===== src/rtl/uart_sys_ctrl.sv =====
// uart_sys_ctrl
//   Command sequencer sitting between the UART RX/TX state machines and the
//   register file. It is the sole master of the register-file port.
//
//   Frames accepted from the receiver:
//     write : CMD_WR, addr, data  -> one rf_wr_en strobe
//     read  : CMD_RD, addr        -> one rf_rd_en strobe, then the read byte
//                                    is sent back through the transmitter
//
//   Ports
//     clk       system clock
//     rst       asynchronous reset, active-low
//     rx_data   received byte, valid while rx_valid=1
//     rx_valid  one-cycle pulse per error-free received byte
//     tx_busy   transmitter busy; a byte is launched only while 0
//     tx_data   byte to transmit (stable while tx_valid=1)
//     tx_valid  one-cycle transmit strobe
//     rf_addr   register address (addr byte LSBs; held until next addr byte)
//     rf_wdata  register write data
//     rf_wr_en  one-cycle write strobe
//     rf_rd_en  one-cycle read strobe
//     rf_rdata  register read data, valid the cycle after rf_rd_en
//     cmd_err   one-cycle pulse: bad opcode, dropped byte or timeout
//
//   Build option: define CMD_TIMEOUT_EN to abandon a partial command after
//   TIMEOUT_CYC idle cycles. Without it a partial command waits forever.
//
//   Every output is a register; the FSM computes next values combinationally.

module uart_sys_ctrl #(
  parameter int unsigned         DATA_W      = 8,
  parameter int unsigned         ADDR_W      = 4,
  parameter logic [DATA_W-1:0]   CMD_WR      = 8'hAA,
  parameter logic [DATA_W-1:0]   CMD_RD      = 8'hBB,
  parameter logic [15:0]         TIMEOUT_CYC = 16'd4096
) (
  input  logic              clk,
  input  logic              rst,
  input  logic [DATA_W-1:0] rx_data,
  input  logic              rx_valid,
  input  logic              tx_busy,
  output logic [DATA_W-1:0] tx_data,
  output logic              tx_valid,
  output logic [ADDR_W-1:0] rf_addr,
  output logic [DATA_W-1:0] rf_wdata,
  output logic              rf_wr_en,
  output logic              rf_rd_en,
  input  logic [DATA_W-1:0] rf_rdata,
  output logic              cmd_err
);

  typedef enum logic [2:0] {
    IDLE,
    WR_ADDR,
    WR_DATA,
    RD_ADDR,
    RD_WAIT,
    TX_SEND
  } state_t;

  state_t            state, state_nxt;
  logic [DATA_W-1:0] tx_data_nxt;
  logic              tx_valid_nxt;
  logic [ADDR_W-1:0] addr_nxt;
  logic [DATA_W-1:0] wdata_nxt;
  logic              wr_en_nxt;
  logic              rd_en_nxt;
  logic              err_nxt;
  logic              to_hit;

`ifdef CMD_TIMEOUT_EN
  // Inter-byte watchdog: runs only while a command is partially received.
  logic [15:0] to_cnt;
  logic        counting;

  assign counting = (state == WR_ADDR) || (state == WR_DATA) || (state == RD_ADDR);
  assign to_hit   = counting && (to_cnt == TIMEOUT_CYC - 16'd1);

  always_ff @(posedge clk or negedge rst) begin
    if (!rst) begin
      to_cnt <= '0;
    end else if (rx_valid || !counting || to_hit) begin
      to_cnt <= '0;
    end else begin
      to_cnt <= to_cnt + 16'd1;
    end
  end
`else
  logic unused_timeout;

  assign to_hit         = 1'b0;
  assign unused_timeout = ^TIMEOUT_CYC;
`endif

  always_ff @(posedge clk or negedge rst) begin
    if (!rst) begin
      state    <= IDLE;
      tx_data  <= '0;
      tx_valid <= 1'b0;
      rf_addr  <= '0;
      rf_wdata <= '0;
      rf_wr_en <= 1'b0;
      rf_rd_en <= 1'b0;
      cmd_err  <= 1'b0;
    end else begin
      state    <= state_nxt;
      tx_data  <= tx_data_nxt;
      tx_valid <= tx_valid_nxt;
      rf_addr  <= addr_nxt;
      rf_wdata <= wdata_nxt;
      rf_wr_en <= wr_en_nxt;
      rf_rd_en <= rd_en_nxt;
      cmd_err  <= err_nxt;
    end
  end

  always_comb begin
    state_nxt    = state;
    tx_data_nxt  = tx_data;
    tx_valid_nxt = 1'b0;
    addr_nxt     = rf_addr;
    wdata_nxt    = rf_wdata;
    wr_en_nxt    = 1'b0;
    rd_en_nxt    = 1'b0;
    err_nxt      = 1'b0;

    case (state)
      IDLE: begin
        if (rx_valid) begin
          if (rx_data == CMD_WR) begin
            state_nxt = WR_ADDR;
          end else if (rx_data == CMD_RD) begin
            state_nxt = RD_ADDR;
          end else begin
            err_nxt = 1'b1;
          end
        end
      end

      WR_ADDR: begin
        if (rx_valid) begin
          addr_nxt  = rx_data[ADDR_W-1:0];
          state_nxt = WR_DATA;
        end else if (to_hit) begin
          err_nxt   = 1'b1;
          state_nxt = IDLE;
        end
      end

      WR_DATA: begin
        if (rx_valid) begin
          wdata_nxt = rx_data;
          wr_en_nxt = 1'b1;
          state_nxt = IDLE;
        end else if (to_hit) begin
          err_nxt   = 1'b1;
          state_nxt = IDLE;
        end
      end

      // RD_ADDR spans the strobe cycle too: the registered rf_rd_en marks it,
      // so RD_WAIT lines up with the cycle the register file presents data.
      // A byte arriving during the strobe cycle belongs to no command.
      RD_ADDR: begin
        if (rf_rd_en) begin
          state_nxt = RD_WAIT;
          err_nxt   = rx_valid;
        end else if (rx_valid) begin
          addr_nxt  = rx_data[ADDR_W-1:0];
          rd_en_nxt = 1'b1;
        end else if (to_hit) begin
          err_nxt   = 1'b1;
          state_nxt = IDLE;
        end
      end

      RD_WAIT: begin
        tx_data_nxt = rf_rdata;
        state_nxt   = TX_SEND;
        err_nxt     = rx_valid;
      end

      TX_SEND: begin
        err_nxt = rx_valid;
        if (!tx_busy) begin
          tx_valid_nxt = 1'b1;
          state_nxt    = IDLE;
        end
      end

      default: state_nxt = IDLE;
    endcase
  end

endmodule


===== config.mk =====
export PLATFORM = sky130hd
export DESIGN_NAME = uart_sys_ctrl
export DESIGN_NICKNAME = d
export VERILOG_FILES = /design/src/rtl/uart_sys_ctrl.sv
export SDC_FILE = /design/constraint.sdc
export NUM_CORES = 1
export LEC_CHECK = 0
export BUFFER_PORTS_ARGS = -buffer_cell sky130_fd_sc_hd__buf_4
export CORE_UTILIZATION = 44
export CTS_CLUSTER_SIZE = 8
export DETAILED_ROUTE_END_ITERATION = 6
export GPL_TIMING_DRIVEN = 0
export PLACE_DENSITY = 0.77
export SLEW_MARGIN = 20
export SYNTH_ARGS = -nofsm -noshare
export SYNTH_HDL_FRONTEND = slang
export SYNTH_SLANG_ARGS = --single-unit

===== constraint.sdc =====
create_clock -name clk -period 4.07 [get_ports clk]
set_clock_uncertainty 0.05 [all_clocks]
set_input_delay 0.407 -clock clk [delete_from_list [all_inputs] [get_ports clk]]
set_output_delay 0.407 -clock clk [all_outputs]
set_load 0.02 [all_outputs]

Yosys cells after proc, flatten, opt, wreduce, memory -nomap -nowiden
Cells that the tools add are included.
- input port bits: 20
- logic and storage cells: 50
- flip-flop bits (word level): 27
- output and inout port bits: 24
- multiplexer cells: 22
- reductions and logical operators: 6
- equality and inequality tests: 14
- operators with widths (cell ; count):
    $mux 3 ; 7
    $pmux 3 s6 ; 1
    $eq 8x8->1 const B ; 2
    $ne 2x2->1 const B ; 6
    $mux 1 ; 10
    $mux 4 ; 2
    $pmux 4 s2 ; 1
    $eq 3x2->1 const B ; 2
    $eq 3x3->1 const B ; 2
    $reduce_and 6->1 ; 1
    $reduce_and 2->1 ; 2
    $eq 3x1->1 const B ; 1
    $logic_not 3->1 ; 1
    $ne 3x3->1 const B ; 1
    $pmux 1 s3 ; 1
    $reduce_bool 2->1 ; 1
    $reduce_or 2->1 ; 1

Depth between registers and ports, before layout
- depth after elaboration: 5
- mapped depth: 4
- mapped depth without buffers: 3

Worst setup path before layout
OpenSTA, ideal clock, no wires.
- path kind: reg2reg
- start point: reg state[0]
- end point: reg rf_wdata[0]
- library setup time: 0.125 ns
- required time: 3.895 ns
- path buffers: 2
- path slack: 2.565 ns
- clock period less this slack: 1.505 ns
- cell stages (with the launch flop): 5
- arrival: 1.330 ns
- path through: dfrtp_1 > buf_2 > nor4bb_1 > buf_2 > mux2_2
- longest elaborated chain between the ends: 2
- ends and longest elaborated chain (what ; line ; RTL):
    from (decl) ; 61 ; state_t state, state_nxt;
    from (signal assigned) ; 106 ; state <= state_nxt;
    $eq 3x2->1 ; 127 ; case (state)
    $reduce_and 2->1 (no source line) ; -- ;
    to (signal assigned) ; 110 ; rf_wdata <= wdata_nxt;
    to (decl) ; 45 ; output logic [DATA_W-1:0] rf_wdata,
Every way passes these cells.
A chain may end at the register's enable or synchronous reset.

Worst setup path after layout
- start point: reg state[0]
- end point: reg rf_wdata[5]
Same word-level chain as after synthesis.

==> metrics.csv <==
metric;value;unit
fin_tns_setup;0;ns
clock_sinks;27;
tightest_slew;0.444;ns
dp_hpwl;1660;um
drtPass1Iterations;4;
yosysUniqueCellTypes;25;
synth_seq_cells;27;
path_class;reg -> reg;
drive_above_1_share;55.8;%
rsz0062_at_grt;no;
port_buffers;43;
end_kind;register;
die_h;53.1;um
start_kind;register;
clkSlewWorstSetupHoldPaths;0.14;ns
syn_area;0.00115;sq mm
syn_nets;101;
ys_seq_area_share;58.8;%
netlist_instances;81;
dp_cells;154;
htree_levels;1;
slew_headroom;70.2;%
grt_overflow_total;0;
antennaDiodeCount;0;
fmax;0.598;GHz
ctsResizeCount;0;
boundaryPins;44;
setup_viol;0;
coreArea;0.00248;sq mm
grt_usage;18.5;%
critical-path-max-stage-delay;0.43;ns
synth-edff-count;0;
die_x;53.1;um
p_leak;0.000728;uW
fin_crit_sh;41.1;%
grt_pass1_wl;3690;um
syn_avg_cell_area;14.2;sq um
filler_cell_count;226;
drt_iter0_markers;24;
layout_commonest_cell;buf_4;
grt_antenna_before_repair;0;
drc_errors;0;
ys_warn_count;0;
cts_tree;yes;
fin_nets;150;
viasPerCell;5.33;
via_count;848;
peakVddDrop;0.406;mV
numCtsBuffers;3;
clk_path_buf_depth;2;
clk_latency;0.31;ns
crit_top_cell;buf_2;
crit_buf_inv;2;
ant_nets;0;
cpMaxStageDelayCell;dfrtp_1;
initial_core_util;46.4;%
routed_wl;2250;um
slew_viol_final;0;
crit_family;buffers and inverters;
grt_pass1_vias;847;
maxCapViolCount;0;
cp_cell_sequence;buf_2 -> nor4bb_1 -> buf_2 -> mux2_2;
fin_cells;159;
ys.flop_type;dfrtp_1;
required;4.23;ns
layout_min_cycle_time;1.67;ns
die_area;0.00282;sq mm
post-cts-setup-buffers;0;
wl_per_cell;14.1;um
area_growth;34.5;%
final_hold_viol_count;0;
cts_root_buf;clkbuf_4;
async_flop_share;100;%
power.density;666;mW/mm^2
critical_path_peak_fanout;10;
critPathArrivalTime;1.83;ns
layout_common_cells;buf_4, dfrtp_1, mux2_2, o31ai_1;
min_path_type;in -> reg;
gp_congestion;0.717;
row_count;18;
outcome;completed;
grt_max_degree;28;
cell usage after synthesis (2+ instances only):
cell,n,area (sq um)
a31oi_1,2,12.5
o31ai_1,4,30.0
nand2_1,3,11.3
dfrtp_1,27,676
nor2b_1,3,18.8
and4b_1,2,20.0
buf_2,2,10.0
or4_1,2,15.0
mux2_2,20,225
report_power, final:
group	internal [uW]	leakage (uW)	total [uW]	switching, uW
Combinational	248	0.000378	490	242
Clock	38.2	0.0000150	111	72.9
Sequential	376	0.000335	428	52.6
flip-flops by register name, indices dropped and copies added (netlist names):
name,flops
rf_wdata,8
rf_addr,4
rf_rd_en,1
rf_wr_en,1
state,3
cmd_err,1
tx_valid,1
tx_data,8
area by class of cell:
class / count / area, sq um / area share, %
Inverter: 1 / 3.75 / 0.243
Timing Repair Buffer: 44 / 333 / 21.5
Sequential cell: 27 / 676 / 43.7
Buffer: 4 / 28.8 / 1.86
Tap cell: 30 / 37.5 / 2.43
Clock buffer: 4 / 26.3 / 1.70
Multi-Input combinational cell: 49 / 440 / 28.5
metrics by stage:
| step | total power, uW | setup WS, ns | hold slack (ns) | util [%] | area, sq um |
|---|---|---|---|---|---|
| CTS | 1040 | 2.39 | 0.264 | 62.4 | 1550 |
| global route | 1090 | 2.32 | 0.250 | 62.4 | 1550 |
| finish | 1030 | 2.40 | 0.271 | 62.4 | 1550 |
| floorplan | 713 | 2.57 | 0.0614 | - | 1150 |
| global placement | 916 | 2.46 | 0.281 | 60.9 | 1510 |
| detailed placement | 930 | 2.42 | 0.289 | 60.9 | 1510 |
layer usage:
metal,GRT usage (%),share of wire (%),wire [um],vias to the layer above
met5,0,0,0,-
met4,6.58,1.2,27,0
met3,3.45,3.7,83,2
met2,32.7,55,1230,24
met1,22.1,40,906,425
li1,-,-,-,397
worst paths after layout:
| check | end | cells after the start | slack [ns] | startpoint |
|---|---|---|---|---|
| setup / recovery | rf_wdata[5] | 4 | 2.40 | state[0] |
| hold / removal | tx_data[2] | 2 | 0.27 | rf_rdata[2] |
| setup reg to reg | rf_wdata[5] | 4 | 2.40 | state[0] |
| hold reg to reg | rf_wdata[1] | 1 | 0.47 | rf_wdata[1] |
| max in group asynchronous | rf_wdata[6] | 2 | 3.24 | rst |
| min in group asynchronous | rf_wdata[0] | 2 | 0.48 | rst |
cells by family after synthesis:
| logic type | count (synthesis) | share of synthesized area (%) |
|---|---|---|
| AO/OA/AOI/OAI | 10 | 6.75 |
| XOR/XNOR | 1 | 0.763 |
| buffers and inverters | 5 | 2.83 |
| flip-flops | 27 | 58.8 |
| multiplexers | 20 | 19.6 |
| AND/OR/NAND/NOR | 18 | 11.2 |
worst reg2reg max path, cell delays in order, from the launching register on:
cell and delay (ns):
dfrtp_1 0.43, buf_2 0.19, nor4bb_1 0.27, buf_2 0.27, mux2_2 0.36
timing repair:
item / CTS / global route
endpoints found under the hold margin: 27 / 0
hold buffers: 1 / 0
setup endpoints to repair: 0 / 0
Power figures use the tool's default switching activity.
